==> src/rtl/cipher_cfg_pkg.sv <==
// Shared constants for the cipher configuration chain: chain length, field
// offsets within the 195-bit image, and the loader FSM state encoding.
package cipher_cfg_pkg;

  localparam int CFG_BITS  = 195;
  localparam int NUM_BYTES = (CFG_BITS + 7) / 8;
  localparam int PAD_BITS  = NUM_BYTES * 8;

  localparam int RX_STATE_LSB = 0;
  localparam int RX_TAPS_LSB  = 48;
  localparam int TX_STATE_LSB = 96;
  localparam int TX_TAPS_LSB  = 144;
  localparam int D_EN_BIT     = 192;
  localparam int A_MUX_BIT    = 193;
  localparam int K_MUX_BIT    = 194;

  typedef enum logic [1:0] {
    ST_FILL  = 2'd0,
    ST_SHIFT = 2'd1,
    ST_READ  = 2'd2,
    ST_DONE  = 2'd3
  } state_t;

endpackage

==> src/rtl/cipher_cfg_loader.sv <==
// Byte-stream loader for the cipher serial config chain; shifts the new image
// in LSB first while capturing the old image for byte-wise readback.
//
// state | meaning
// FILL  | accept NUM_BYTES config bytes into buf
// SHIFT | drive cfg_en for CFG_BITS cycles, buf rotates through the cipher
// READ  | return the captured old configuration byte by byte
// DONE  | one-cycle done pulse, then back to FILL
module cipher_cfg_loader
  import cipher_cfg_pkg::*;
#(
  parameter bit READBACK_EN = 1'b1
) (
  input  logic       clk,
  input  logic       rst_n,
  input  logic [7:0] in_data,
  input  logic       in_valid,
  output logic       in_ready,
  output logic [7:0] rb_data,
  output logic       rb_valid,
  input  logic       rb_ready,
  output logic       busy,
  output logic       done,
  output logic       cfg_en,
  output logic       cfg_i,
  input  logic       cfg_o
);

  localparam logic [4:0] LAST_BYTE = 5'(NUM_BYTES - 1);
  localparam logic [7:0] LAST_BIT  = 8'(CFG_BITS - 1);

  state_t                state_q, state_d;
  logic [CFG_BITS-1:0]   buf_q, buf_d;
  logic [4:0]            byte_cnt_q, byte_cnt_d;
  logic [7:0]            bit_cnt_q, bit_cnt_d;
  logic                  cfg_en_q, busy_q;
  logic [PAD_BITS-1:0]   pad_q;

  always_ff @(posedge clk) begin
    if (!rst_n) begin
      state_q    <= ST_FILL;
      buf_q      <= '0;
      byte_cnt_q <= '0;
      bit_cnt_q  <= '0;
      cfg_en_q   <= 1'b0;
      busy_q     <= 1'b0;
    end else begin
      state_q    <= state_d;
      buf_q      <= buf_d;
      byte_cnt_q <= byte_cnt_d;
      bit_cnt_q  <= bit_cnt_d;
      // cfg_en/busy come straight from flops so the cipher never sees a glitch
      cfg_en_q   <= (state_d == ST_SHIFT);
      busy_q     <= (state_d == ST_SHIFT) || (state_d == ST_READ);
    end
  end

  always_comb begin
    state_d    = state_q;
    buf_d      = buf_q;
    byte_cnt_d = byte_cnt_q;
    bit_cnt_d  = bit_cnt_q;
    case (state_q)
      ST_FILL: begin
        if (in_valid) begin
          // the last byte only carries CFG_BITS % 8 live bits; the rest drop here
          for (int i = 0; i < CFG_BITS; i++) begin
            if (i[7:3] == byte_cnt_q) buf_d[i] = in_data[i[2:0]];
          end
          if (byte_cnt_q == LAST_BYTE) begin
            byte_cnt_d = '0;
            bit_cnt_d  = '0;
            state_d    = ST_SHIFT;
          end else begin
            byte_cnt_d = byte_cnt_q + 5'd1;
          end
        end
      end
      ST_SHIFT: begin
        buf_d = {cfg_o, buf_q[CFG_BITS-1:1]};
        if (bit_cnt_q == LAST_BIT) begin
          bit_cnt_d = '0;
          state_d   = READBACK_EN ? ST_READ : ST_DONE;
        end else begin
          bit_cnt_d = bit_cnt_q + 8'd1;
        end
      end
      ST_READ: begin
        if (rb_ready) begin
          if (byte_cnt_q == LAST_BYTE) begin
            byte_cnt_d = '0;
            state_d    = ST_DONE;
          end else begin
            byte_cnt_d = byte_cnt_q + 5'd1;
          end
        end
      end
      ST_DONE: begin
        byte_cnt_d = '0;
        state_d    = ST_FILL;
      end
      default: state_d = ST_FILL;
    endcase
  end

  assign pad_q    = {{(PAD_BITS - CFG_BITS){1'b0}}, buf_q};
  assign in_ready = (state_q == ST_FILL);
  assign rb_valid = (state_q == ST_READ);
  assign rb_data  = rb_valid ? pad_q[{byte_cnt_q, 3'b000} +: 8] : 8'h00;
  assign done     = (state_q == ST_DONE);
  assign busy     = busy_q;
  assign cfg_en   = cfg_en_q;
  assign cfg_i    = buf_q[0];

endmodule

==> config.mk <==
export PLATFORM = sky130hd
export DESIGN_NAME = cipher_cfg_loader
export DESIGN_NICKNAME = d
export VERILOG_FILES = /design/src/rtl/cipher_cfg_pkg.sv /design/src/rtl/cipher_cfg_loader.sv
export SDC_FILE = /design/constraint.sdc
export NUM_CORES = 1
export LEC_CHECK = 0
export ABC_AREA = 1
export CAP_MARGIN = 20
export CORE_UTILIZATION = 25
export DETAILED_ROUTE_END_ITERATION = 8
export SKIP_CTS_REPAIR_TIMING = 1
export SYNTH_ARGS = -nofsm -noshare
export SYNTH_HDL_FRONTEND = slang
export SYNTH_SLANG_ARGS = --single-unit
export TNS_END_PERCENT = 30
==> constraint.sdc <==
create_clock -name clk -period 3.2 [get_ports clk]
set_input_delay 0.96 -clock clk [delete_from_list [all_inputs] [get_ports clk]]
set_output_delay 0.96 -clock clk [all_outputs]
set_load 0.05 [all_outputs]
**After elaboration in Yosys (flattened, before gate mapping)**

Cells that the tools add are included.
W data, S select, Z words.

- Bits in registers: 212
- Input port bits: 13
- Output and inout port bits: 14
- Word-level logic and storage cells: 336

- Add/subtract/negate cells: 2
- Equal/unequal tests: 59
- Shifts and indexed selects: 1
- Muxes and demuxes: 212
- Reduce and logical (&&, ||, !) cells: 32

Operators with widths:

| kind | number |
|---|---|
| $pmux W195 S2 | 1 |
| $shiftx A200 B9 Y8 | 1 |
| $mux W1 | 195 |
| $mux W195 | 1 |
| $reduce_and A3 Y1 | 27 |
| $ne A2 B1 Y1 const B | 27 |
| $eq A5 B5 Y1 const A | 9 |
| $eq A4 B5 Y1 const A | 8 |
| $mux W8 | 4 |
| $eq A3 B5 Y1 const A | 4 |
| $pmux W8 S2 | 1 |
| $mux W5 | 3 |
| $pmux W5 S3 | 1 |
| $eq A2 B5 Y1 const A | 2 |
| $mux W2 | 5 |
| $add A8 B1 Y8 const B | 1 |
| $eq A8 B8 Y1 const B | 1 |
| $pmux W2 S4 | 1 |
| $eq A2 B2 Y1 const B | 3 |
| $add A5 B1 Y5 const B | 1 |
| $eq A1 B5 Y1 const A | 1 |
| $eq A5 B5 Y1 const B | 1 |
| $logic_not A5 Y1 | 1 |
| $eq A2 B1 Y1 const B | 2 |
| 5 further kinds | 5 |

**Logic depth before layout (Yosys ltp)**

- Depth in word-level cells: 6
- Mapped depth: 12
- Depth with buffers taken out: 10

**Least setup slack after synthesis**

No wires, ideal clock.

- Path kind: register to output
- From: reg byte_cnt_q[0]
- To: out rb_data[0]
- Arrival: 2.034 ns
- Required time: 2.240 ns
- Setup slack: 0.206 ns
- Stages on the path, launching flop included: 8
- Path buffers: 3
- Cell sequence: dfxtp_1 > buf_2 > buf_2 > buf_1 > o21ai_0 > nand3_1 > nand3_1 > a21oi_1

- Word-level cells in the longest chain between the ends: 2

Ends and longest elaborated chain:

| what | RTL line | source |
|---|---|---|
| from (decl) | cipher_cfg_loader.sv:34 | `logic [4:0] byte_cnt_q, byte_cnt_d;` |
| from (signal assigned) | cipher_cfg_loader.sv:50 | `byte_cnt_q <= byte_cnt_d;` |
| $shiftx A200 B9 Y8 | cipher_cfg_loader.sv:109 | `assign rb_data = rb_valid ? pad_q[{byte_cnt_q, 3'b000} +: 8] : 8'h00;` |
| $mux W8 | cipher_cfg_loader.sv:109 |  |
| to (decl) | cipher_cfg_loader.sv:19 | `output logic [7:0] rb_data,` |

Every way passes these cells.

**Worst setup path after layout**

Ends and elaborated chain as after synthesis.

==> impl_metrics.prom <==
# TYPE chip_impl_metric gauge
chip_impl_info{name="grt_setup_unrepaired",value="true"} 1
chip_impl_metric{name="slew_violations",unit=""} 0
chip_impl_metric{name="io_pins",unit=""} 27
chip_impl_metric{name="worst_hold_path.num_cells",unit=""} 2
chip_impl_info{name="mostFrequentLayoutCell",value="sky130_fd_sc_hd__o21ai_0"} 1
chip_impl_metric{name="grt_use_total",unit="%"} 15.4
chip_impl_metric{name="wire_length_of_the_first_global_routing_pass",unit="mm"} 55.2
chip_impl_metric{name="netSwitchingPower",unit="uW"} 1580
chip_impl_metric{name="worstPathArrival",unit="ns"} 2.23
chip_impl_metric{name="design.final.nets",unit=""} 1577
chip_impl_metric{name="cts-root-to-sink-buffers",unit=""} 3
chip_impl_metric{name="area_delta_synth_final",unit="%"} 15.7
chip_impl_info{name="cts_root_buffer",value="sky130_fd_sc_hd__clkbuf_16"} 1
chip_impl_metric{name="grt_start_max_net_pins",unit=""} 116
chip_impl_info{name="worstSetupStartpointType",value="flip-flop"} 1
chip_impl_metric{name="multi_input_comb_area",unit="sq um"} 5450
chip_impl_metric{name="timing.critical_path.buf_inv",unit=""} 3
chip_impl_metric{name="count_of_warnings_emitted_by_yosys",unit=""} 0
chip_impl_info{name="most-common-layout-cells",value="sky130_fd_sc_hd__o21ai_0 (323), sky130_fd_sc_hd__nand2_1 (320), sky130_fd_sc_hd__dfxtp_1 (209)"} 1
chip_impl_metric{name="wl_per_cell",unit="um"} 16.6
chip_impl_metric{name="syn-num-nets",unit=""} 1617
chip_impl_metric{name="p_int",unit="uW"} 4520
chip_impl_metric{name="clock.fmax",unit="MHz"} 313
chip_impl_metric{name="start_util",unit="%"} 25.5
chip_impl_info{name="critical_path.cell_chain",value="inv_2 -> buf_12 -> nand2_1 -> nand3_1 -> nand2_1 -> nand2_1 -> nand2_1 -> o21ai_1 -> a21oi_2 -> buf_12"} 1
chip_impl_metric{name="syn-cell-area",unit="sq um"} 10800
chip_impl_info{name="critPathTopFamily",value="simple AND/OR/NAND/NOR gates"} 1
chip_impl_metric{name="final_hold_viols",unit=""} 0
chip_impl_metric{name="worst_slew_margin_rel",unit="%"} 27.0
chip_impl_metric{name="die_w",unit="um"} 210
chip_impl_metric{name="async_flop_share",unit="%"} 0
chip_impl_metric{name="p_sw_share",unit="%"} 25.9
chip_impl_metric{name="edff_count_synth",unit=""} 0
chip_impl_metric{name="initial_drc_count",unit=""} 1247
chip_impl_metric{name="post-place-ws",unit="ns"} 0.362
chip_impl_metric{name="synth_sequential_area_ratio",unit="%"} 39.4
chip_impl_info{name="crit_path_top_delay_cell",value="sky130_fd_sc_hd__dfxtp_4"} 1
chip_impl_metric{name="layout_min_cycle_time",unit="ns"} 3.19
chip_impl_info{name="status",value="finished, final reports clean"} 1
chip_impl_metric{name="viasPerCell",unit=""} 5.16
chip_impl_metric{name="worst_ep_required_time",unit="ns"} 2.24
chip_impl_metric{name="drt.antenna.violating_nets",unit=""} 0
chip_impl_metric{name="pwr-share-seq",unit="%"} 44.0
chip_impl_info{name="cp_common_cell",value="sky130_fd_sc_hd__nand2_1"} 1
chip_impl_info{name="synth_area_leader_cell",value="sky130_fd_sc_hd__dfxtp_1"} 1
chip_impl_metric{name="combinationalPowerShare",unit="%"} 10.1
chip_impl_metric{name="skew_final",unit="ns"} 0.0150
chip_impl_info{name="ys_dominant_reg_cell",value="sky130_fd_sc_hd__dfxtp_1"} 1
chip_impl_metric{name="chipHeight",unit="um"} 210
chip_impl_metric{name="port_buffers",unit=""} 26
chip_impl_metric{name="synth_top_area_share",unit="%"} 39.4
chip_impl_metric{name="clock-sinks",unit=""} 212
chip_impl_metric{name="h_tree_lvl_count",unit=""} 1
chip_impl_metric{name="die_footprint",unit="sq um"} 43900
chip_impl_info{name="hold_path_class",value="flip-flop to flip-flop"} 1
chip_impl_info{name="critical_path_class",value="flip-flop to output port"} 1
chip_impl_metric{name="postSynthAreaPerCell",unit="sq um"} 6.75
chip_impl_metric{name="post-route-util",unit="%"} 29.5
chip_impl_metric{name="power_frac_clock",unit="%"} 45.9
chip_impl_metric{name="setup-tns-final",unit="ns"} 0
chip_impl_metric{name="finalWirelength",unit="mm"} 35.0
chip_impl_metric{name="initial_antenna_violation_count",unit=""} 0
chip_impl_metric{name="finalWorstSetupSlack",unit="ns"} 0.00615
chip_impl_metric{name="regArea",unit="sq um"} 4250
chip_impl_metric{name="r2r_cells",unit=""} 6
chip_impl_metric{name="ys_ff_latch",unit=""} 212
chip_impl_metric{name="worst_path_largest_cell_delay",unit="ns"} 0.43
chip_impl_metric{name="pleak",unit="uW"} 0.00440
chip_impl_metric{name="drive_gt1_share",unit="%"} 8.26
chip_impl_metric{name="drcViolationCount",unit=""} 0
chip_impl_info{name="synth.top_cells.by_area",value="sky130_fd_sc_hd__dfxtp_1 (39%), sky130_fd_sc_hd__o21ai_0 (15%), sky130_fd_sc_hd__nand2_1 (11%)"} 1
chip_impl_metric{name="clk_transition_reported_paths",unit="ns"} 0.06
chip_impl_metric{name="cts_buffers",unit=""} 24
chip_impl_metric{name="gp_congestion",unit=""} 0.886
chip_impl_info{name="worst_setup_path_end_kind",value="output port"} 1
chip_impl_metric{name="setup_viol_count_final",unit=""} 0
chip_impl_metric{name="drv_cap",unit=""} 0
chip_impl_metric{name="cp_max_fo",unit=""} 48
chip_impl_metric{name="vdd_drop_max",unit="V"} 0.000423
chip_impl_metric{name="total_power",unit="uW"} 6100
chip_impl_metric{name="grt_overflow_total",unit=""} 0
chip_impl_info{name="tritoncts_clock_tree",value="yes"} 1
chip_impl_metric{name="core_area",unit="sq um"} 42200
chip_impl_metric{name="syn_inst",unit=""} 1596
chip_impl_metric{name="worstSetupPathDepth",unit=""} 10
chip_impl_metric{name="layout.filler_cells",unit=""} 4613
chip_impl_metric{name="reg2reg_setup_slack",unit="ns"} 0.53
chip_impl_metric{name="placementRows",unit=""} 75
chip_impl_metric{name="ys_types",unit=""} 33
chip_impl_metric{name="worstMarginPinSlew",unit="ns"} 1.09
chip_impl_metric{name="skew_pair_late_insertion_delay",unit="ns"} 0.53
chip_impl_metric{name="drt-pass1-iter-count",unit=""} 6
chip_impl_metric{name="dp_hpwl",unit="mm"} 22.4
chip_impl_metric{name="post-route-period-util",unit="%"} 99.8
chip_impl_metric{name="antenna_cells_inserted",unit=""} 0
chip_impl_metric{name="first_global_vias",unit=""} 9712
chip_impl_metric{name="routed-via-count",unit=""} 10900
chip_impl_metric{name="power_per_unit_of_standard_cell_area",unit="nW/um^2"} 489
## final timing paths
check                 from          to
min             buf_q[189]  buf_q[189]
max          byte_cnt_q[0]  rb_data[0]
min reg2reg     buf_q[189]  buf_q[189]
max reg2reg     state_q[1]   buf_q[55]
## sequential cells by signal, indices dropped and copies added (netlist names)
| register | cells |
|---|---|
| bit_cnt_q | 8 |
| buf_q | 195 |
| busy | 1 |
| byte_cnt_q | 5 |
| cfg_en | 1 |
| state_q | 2 |
## cells in the mapped netlist, types with 19 or more instances
cell type	number
sky130_fd_sc_hd__o211ai_1	19
sky130_fd_sc_hd__o21ai_1	25
sky130_fd_sc_hd__nand3_1	59
sky130_fd_sc_hd__clkbuf_1	60
sky130_fd_sc_hd__nand2_1	322
sky130_fd_sc_hd__dfxtp_1	212
sky130_fd_sc_hd__a21oi_1	147
sky130_fd_sc_hd__a31oi_1	97
sky130_fd_sc_hd__nor2_1	52
sky130_fd_sc_hd__o21ai_0	326
sky130_fd_sc_hd__inv_1	150
sky130_fd_sc_hd__buf_2	38
## worst reg2reg max path, stage by stage, from the launching register on
cell                       delay, ns
sky130_fd_sc_hd__dfxtp_1        0.46
sky130_fd_sc_hd__nor2_8         0.31
sky130_fd_sc_hd__clkinv_2       0.48
sky130_fd_sc_hd__nand2_2        0.79
sky130_fd_sc_hd__o21ai_0        0.23
sky130_fd_sc_hd__o21ai_0        0.22
sky130_fd_sc_hd__a21oi_1        0.06
## per-layer routing
metal | vias up | GRT usage [%] | wire length, um
met4 | 0 | 4.83 | 981
met3 | 61 | 1.96 | 2470
met5 | - | 0 | 0
met2 | 398 | 23.7 | 15600
met1 | 5117 | 22.3 | 15900
li1 | 5331 | - | -
## cells by family after synthesis
group / count (synthesis) / synth area share, %
buffers and inverters: 284 / 10.9
AND/OR/NAND/NOR: 461 / 17.5
flip-flops: 212 / 39.4
AO/OA/AOI/OAI: 630 / 31.2
adder cells (fa/ha/maj): 8 / 0.929
XOR/XNOR: 1 / 0.0813
## power groups by stage
stage | clock (uW) | sequential [uW] | combinational (uW)
2_1_floorplan | 0 | 2740 | 371
3_3_place_gp | 0 | 2740 | 581
3_5_place_dp | 0 | 2740 | 580
4_1_cts | 2850 | 2680 | 582
5_1_grt | 2970 | 2690 | 674
6_report | 2800 | 2690 | 615
## per-stage QoR
step	std cells	hold slack (ns)	instance area, sq um
4_1_cts	2111	0.466	12300
5_1_grt	2112	0.489	12500
3_5_place_dp	2068	0.456	11500
3_3_place_gp	2068	0.449	11500
6_report	2112	0.464	12500
2_1_floorplan	1596	0.433	10800
## cell type report
cell class,count,share of cell area [%]
Multi-Input combinational cell,1100,43.7
Sequential cell,212,34.1
Timing Repair Buffer,58,5.55
Tap cell,539,5.41
Inverter,160,4.88
Clock inverter,6,0.462
Clock buffer,37,5.94
Note: power is estimated with default switching activity, not from simulation.
